===== config.mk =====
export PLATFORM = sky130hd
export DESIGN_NAME = aurora_tx_framer
export DESIGN_NICKNAME = d
export VERILOG_FILES = /design/src/rtl/aurora_tx_framer.sv
export SDC_FILE = /design/constraint.sdc
export NUM_CORES = 1
export LEC_CHECK = 0
export BUFFER_PORTS_ARGS = -buffer_cell sky130_fd_sc_hd__buf_4
export CAP_MARGIN = 20
export CORE_MARGIN = 10
export CORE_UTILIZATION = 48
export CTS_BUF_LIST = sky130_fd_sc_hd__clkbuf_4 sky130_fd_sc_hd__clkbuf_8 sky130_fd_sc_hd__clkbuf_16
export CTS_CLUSTER_DIAMETER = 80
export DETAILED_ROUTE_END_ITERATION = 8
export PLACE_DENSITY = 0.81
export SLEW_MARGIN = 15
export SYNTH_ARGS = -nofsm -noshare
export SYNTH_HDL_FRONTEND = slang
export SYNTH_SLANG_ARGS = --single-unit

===== constraint.sdc =====
create_clock -name clk -period 3.5 [get_ports clk]
set_clock_uncertainty 0.05 [all_clocks]
set_input_delay 0 -clock clk [delete_from_list [all_inputs] [get_ports clk]]
set_output_delay 0 -clock clk [all_outputs]
set_load 0.03 [all_outputs]

===== src/rtl/aurora_tx_framer.sv =====
// Multi-channel Aurora LocalLink transmit framer: round-robin over NCH FWFT FIFOs,
// wraps each burst in an SOF header and an EOF trailer carrying the word count.
`timescale 1ns/1ps
module aurora_tx_framer #(
    parameter int unsigned WIDTH   = 32,
    parameter int unsigned NCH     = 4,
    parameter int unsigned MAX_LEN = 16
) (
    input  logic                   clk,
    input  logic                   rst,
    input  logic [NCH*WIDTH-1:0]   fifo_data_i,
    input  logic [NCH-1:0]         fifo_empty_i,
    output logic [NCH-1:0]         fifo_read_o,
    output logic [WIDTH-1:0]       tx_d,
    output logic                   tx_src_rdy_n,
    output logic                   tx_sof_n,
    output logic                   tx_eof_n,
    input  logic                   tx_dst_rdy_n,
    input  logic                   link_active,
    output logic [31:0]            frame_count_o,
    output logic [15:0]            drop_count_o
);

    localparam int unsigned CW = (NCH > 1) ? $clog2(NCH) : 1;
    localparam int unsigned LW = 8;

    typedef enum logic [1:0] {S_IDLE, S_PAYLOAD, S_TRAILER} state_t;

    state_t            state, state_d;
    logic [CW-1:0]     grant, grant_d;
    logic [CW-1:0]     last_grant, last_grant_d;
    logic [LW-1:0]     cnt, cnt_d;
    logic [WIDTH-1:0]  tx_d_d;
    logic              src_rdy_n_d, sof_n_d, eof_n_d;
    logic [31:0]       frame_count_d;
    logic [15:0]       drop_count_d;
    logic [NCH-1:0]    rd_c;
    logic              adv;
    logic              req_found;
    logic [CW-1:0]     req_idx;
    logic [CW-1:0]     cand;
    logic [WIDTH-1:0]  gnt_data;
    logic              gnt_empty;

    // Header/trailer layout: tag in the top byte, channel in [15:8], count in [7:0].
    function automatic logic [WIDTH-1:0] make_word(input logic [7:0] tag,
                                                   input logic [CW-1:0] ch,
                                                   input logic [LW-1:0] n);
        logic [WIDTH-1:0] w;
        w              = '0;
        w[WIDTH-1 -: 8] = tag;
        w[15:8]        = 8'(ch);
        w[7:0]         = n;
        return w;
    endfunction

    assign adv = link_active & (tx_src_rdy_n | ~tx_dst_rdy_n);

    // Round-robin search starting just after the last granted channel.
    always_comb begin
        req_found = 1'b0;
        req_idx   = '0;
        cand      = '0;
        for (int unsigned i = 1; i <= NCH; i++) begin
            cand = CW'((32'(last_grant) + i) % NCH);
            if (!req_found && !fifo_empty_i[cand]) begin
                req_found = 1'b1;
                req_idx   = cand;
            end
        end
    end

    // Head word and empty flag of the granted channel.
    always_comb begin
        gnt_data  = '0;
        gnt_empty = 1'b1;
        for (int unsigned k = 0; k < NCH; k++) begin
            if (grant == CW'(k)) begin
                gnt_data  = fifo_data_i[k*WIDTH +: WIDTH];
                gnt_empty = fifo_empty_i[k];
            end
        end
    end

    always_comb begin
        state_d       = state;
        grant_d       = grant;
        last_grant_d  = last_grant;
        cnt_d         = cnt;
        tx_d_d        = tx_d;
        src_rdy_n_d   = tx_src_rdy_n;
        sof_n_d       = tx_sof_n;
        eof_n_d       = tx_eof_n;
        frame_count_d = frame_count_o;
        drop_count_d  = drop_count_o;
        rd_c          = '0;

        if (!link_active) begin
            // Link loss abandons any frame in flight; the arbiter pointer is kept.
            state_d     = S_IDLE;
            src_rdy_n_d = 1'b1;
            sof_n_d     = 1'b1;
            eof_n_d     = 1'b1;
            if (state != S_IDLE && drop_count_o != 16'hFFFF)
                drop_count_d = drop_count_o + 16'd1;
        end else if (adv) begin
            case (state)
                S_IDLE: begin
                    if (req_found) begin
                        grant_d      = req_idx;
                        last_grant_d = req_idx;
                        cnt_d        = '0;
                        tx_d_d       = make_word(8'hA5, req_idx, 8'h00);
                        src_rdy_n_d  = 1'b0;
                        sof_n_d      = 1'b0;
                        eof_n_d      = 1'b1;
                        state_d      = S_PAYLOAD;
                    end else begin
                        src_rdy_n_d = 1'b1;
                        sof_n_d     = 1'b1;
                        eof_n_d     = 1'b1;
                    end
                end
                S_PAYLOAD: begin
                    src_rdy_n_d = 1'b0;
                    sof_n_d     = 1'b1;
                    if (!gnt_empty && cnt < LW'(MAX_LEN)) begin
                        rd_c[grant] = 1'b1;
                        tx_d_d      = gnt_data;
                        cnt_d       = cnt + 8'd1;
                        eof_n_d     = 1'b1;
                    end else begin
                        tx_d_d  = make_word(8'h5A, grant, cnt);
                        eof_n_d = 1'b0;
                        state_d = S_TRAILER;
                    end
                end
                S_TRAILER: begin
                    frame_count_d = frame_count_o + 32'd1;
                    src_rdy_n_d   = 1'b1;
                    sof_n_d       = 1'b1;
                    eof_n_d       = 1'b1;
                    state_d       = S_IDLE;
                end
                default: begin
                    state_d     = S_IDLE;
                    src_rdy_n_d = 1'b1;
                    sof_n_d     = 1'b1;
                    eof_n_d     = 1'b1;
                end
            endcase
        end
    end

    assign fifo_read_o = rd_c;

    always_ff @(posedge clk or posedge rst) begin
        if (rst) begin
            state         <= S_IDLE;
            grant         <= '0;
            last_grant    <= CW'(NCH - 1);
            cnt           <= '0;
            tx_d          <= '0;
            tx_src_rdy_n  <= 1'b1;
            tx_sof_n      <= 1'b1;
            tx_eof_n      <= 1'b1;
            frame_count_o <= '0;
            drop_count_o  <= '0;
        end else begin
            state         <= state_d;
            grant         <= grant_d;
            last_grant    <= last_grant_d;
            cnt           <= cnt_d;
            tx_d          <= tx_d_d;
            tx_src_rdy_n  <= src_rdy_n_d;
            tx_sof_n      <= sof_n_d;
            tx_eof_n      <= eof_n_d;
            frame_count_o <= frame_count_d;
            drop_count_o  <= drop_count_d;
        end
    end

endmodule


==> results.py <==
metrics = {
    "cts": {
        "cts_buffers": 9,
        "cts.clk_slew.worst_paths_ns": 0.11,
        "cts_tree": "yes",
        "clk_latency_ns": 0.36,
        "cts.root.buffer_cell": "clkbuf_8",
        "cts_resized": 0,
        "max-clock-path-buffers": 2,
        "cts_max_level": 3,
        "cts_num_sinks": 97,
    },
    "grt": {
        "overflow": 0,
        "grt_use_total": 0.216,
        "antenna_found_initial": 0,
        "grt_pass1_wl_mm": 26.3,
        "grt_max_degree": 63,
        "grt_pass1_vias": 5106,
    },
    "synthesis": {
        "async_flop_share": 1.00,
        "ys.warnings.count": 0,
        "muxShareOfSynthArea": 0.113,
        "syn_nets": 626,
        "synthTopCellsByArea": "dfrtp_1 44%, mux4_2 8.3%, nand2_1 4.6%, xnor2_1 4.4%, xor2_1 3.4%",
        "synth_cell_types": 61,
        "yosys.area_share.simple": 0.175,
        "synth_top_area_share": 0.445,
        "ys_seq_area_frac": 0.470,
        "synth_seq_cells": 97,
        "synth-edff-count": 0,
        "syn_area_per_cell_um2": 10.6,
        "synth_fa_ha_area_frac": 0.00725,
        "yosys.area.top_type": "dfrtp_1",
        "synth_xor_area_frac": 0.0778,
        "syn_inst": 487,
        "synth_ff_type": "dfrtp_1",
        "syn-cell-area_um2": 5180,
        "synth_top_family_by_area": "simple AND/OR/NAND/NOR gates",
        "synth-compound-area-share": 0.125,
    },
    "layout": {
        "layout-drive-gt1-share": 0.410,
        "fin_area_um2": 7320,
        "final_util": 0.703,
        "mostFrequentLayoutCells": "227 x buf_4, 91 x dfrtp_1, 63 x nand2_1",
        "fillers": 762,
        "syn2layout_area_growth_pct": 41.4,
        "layout_commonest_cell": "buf_4",
        "final_nets": 858,
        "n_antenna_cell": 0,
        "fin_cells": 860,
    },
    "detailed_routing": {
        "avgRoutedWirePerCell_um": 19.9,
        "initialDrtViolationCount": 414,
        "wirelength_mm": 17.1,
        "ant_nets": 0,
        "vias_per_cell": 5.64,
        "vias": 4850,
        "drc_errors": 0,
        "firstDrtPassIters": 5,
    },
    "worst_setup_path": {
        "critPathBufInv": 2,
        "ff2ff_setup_slack_ns": 1.18,
        "crit_top_cell": "buf_4",
        "crit_fanout": 41,
        "critPathKind": "flop to output pin",
        "worstSetupStartpointType": "flop",
        "arrival_ns": 2.48,
        "path_cells": "buf_4, nor2b_1, nand2_1, or2_2, nor2_1, buf_4",
        "path_delay_family": "simple AND/OR/NAND/NOR gates",
        "worstSetupEndpointType": "output pin",
        "crit_slowest_cell": "buf_4",
        "cp.required_ns": 3.45,
        "max_stage_delay_ns": 0.50,
    },
    "floorplanning": {
        "ios": 223,
        "start_util": 0.497,
        "core_area_um2": 10400,
        "num_rows": 37,
        "dieWidth_um": 124,
        "fp.dieH_um": 124,
        "dieArea_um2": 15300,
    },
    "placed_design": {
        "gp_congestion": 0.920,
        "dpl_cell_area_um2": 6940,
        "dp_cells": 827,
        "port_buffers": 222,
        "dp.final_hpwl_mm": 13.7,
    },
    "sta": {
        "tightest_slew_ns": 0.758,
        "layout_min_cycle_time_ns": 2.53,
        "timing.setup.tns_ns": 0,
        "relSlewSlack": 0.494,
        "fmax_mhz": 395,
        "finalSetupViolCount": 0,
        "hold_viol": 0,
        "rsz0062_at_grt": "no",
        "maxSlewViolCount": 0,
        "post-route-period-util": 0.724,
    },
    "flow_run": {
        "maxCapViolCount": 0,
    },
    "pwr": {
        "leakagePower_nw": 3.52,
        "cellPowerDensity_nw_per_um2": 599,
        "clkPwrFrac": 0.175,
        "intPower_mw": 2.59,
        "sequentialPowerShare": 0.353,
        "p_sw_frac": 0.409,
        "ir_drop_mv": 0.445,
        "combPwrFrac": 0.473,
        "p_switching_mw": 1.80,
    },
    "min_path": {
        "min_path_type": "input port to flop",
    },
    "status": {
        "status": "complete, no violations",
    },
}
per-stage QoR:
| step | hold WS (ns) | worst slack [ns] | power, mW |
|---|---|---|---|
| detailed placement | 0.140 | 1.19 | 3.62 |
| floorplan | 0.127 | 0.925 | 2.91 |
| global placement | 0.132 | 1.33 | 3.56 |
| finish | 0.0132 | 0.967 | 4.39 |
| global route | 0.0138 | 0.799 | 4.63 |
| CTS | 0.00736 | 0.964 | 4.39 |
logic make-up (layout without fill, tap and decap cells):
logic type      Yosys count  after routing
fa+ha+maj                 3              3
buf+inv                  34            271
simple gates            182            182
compound gates           92             92
mux                      33             33
xor+xnor                 46             46
flops                    97             97
power groups by stage:
stage | Combinational [mW] | Clock (mW) | Sequential (mW)
after floorplan | 1.04 | 0 | 1.87
after global placement | 2.01 | 0 | 1.55
after detailed placement | 2.05 | 0 | 1.56
after CTS | 2.08 | 0.773 | 1.54
after global routing | 2.22 | 0.826 | 1.58
final | 2.07 | 0.766 | 1.55
area by class of cell:
| cell class | count | area [µm²] | share of cell area |
|---|---|---|---|
| Multi-Input combinational cell | 356 | 2590 | 0.353 |
| Sequential cell | 97 | 2430 | 0.333 |
| Timing Repair Buffer | 244 | 1870 | 0.256 |
| Tap cell | 136 | 170 | 0.0233 |
| Clock buffer | 9 | 124 | 0.0169 |
| Clock inverter | 7 | 85.1 | 0.0116 |
| Inverter | 11 | 43.8 | 0.00598 |
tightest hold or removal path, stage by stage:
cell	delay, ns
buf_4	0.07
mux4_2	0.21
a22o_1	0.11
cells in the mapped netlist (all sizes together), types with 2 or more instances:
| master | count |
|---|---|
| nor3b | 4 |
| o21ai | 18 |
| o22a | 4 |
| buf | 10 |
| nand2 | 64 |
| o211ai | 6 |
| inv | 11 |
| clkbuf | 13 |
| o21a | 4 |
| a22o | 15 |
| and3 | 4 |
| o22ai | 12 |
| nand4 | 10 |
| nand3b | 2 |
| a21oi | 16 |
| or2 | 3 |
| mux2 | 14 |
| dfrtp | 92 |
| nor4 | 3 |
| nor4b | 2 |
| nand2b | 3 |
| xor2 | 20 |
| nor2 | 40 |
| o221ai | 4 |
| and2 | 4 |
| nor3 | 12 |
| mux4 | 19 |
| ha | 3 |
| nand3 | 19 |
| dfstp | 5 |
| nor2b | 7 |
| or4 | 2 |
| a22oi | 2 |
| xnor2 | 26 |
metal layers:
layer,global-route usage,part of all wire
met5,0,0
met3,0.0724,0.10
met2,0.356,0.49
met1,0.252,0.38
met4,0.0902,0.032
state kept, by name, summed over array words and instances, names as in the netlist:
signal,count
drop_count_o,16
tx_sof_n,1
cnt,8
grant,2
last_grant,2
tx_src_rdy_n,1
frame_count_o,32
state,2
tx_eof_n,1
tx_d,32
repair_timing:
action | 4_1_cts | 5_1_grt
hold buffers | 17 | 0
setup buffers | 0 | 0
endpoints found under the hold margin | 75 | 0
final timing paths:
kind	start	end	cells after the start
max	grant[0]	fifo_read_o[3]	6
min	fifo_data_i[19]	tx_d[19]	3
max reg2reg	grant[0]	tx_d[2]	6
min reg2reg	frame_count_o[31]	frame_count_o[31]	1
max in group asynchronous	rst	cnt[7]	4
min in group asynchronous	rst	frame_count_o[31]	3
(Power assumes the default switching activity.)
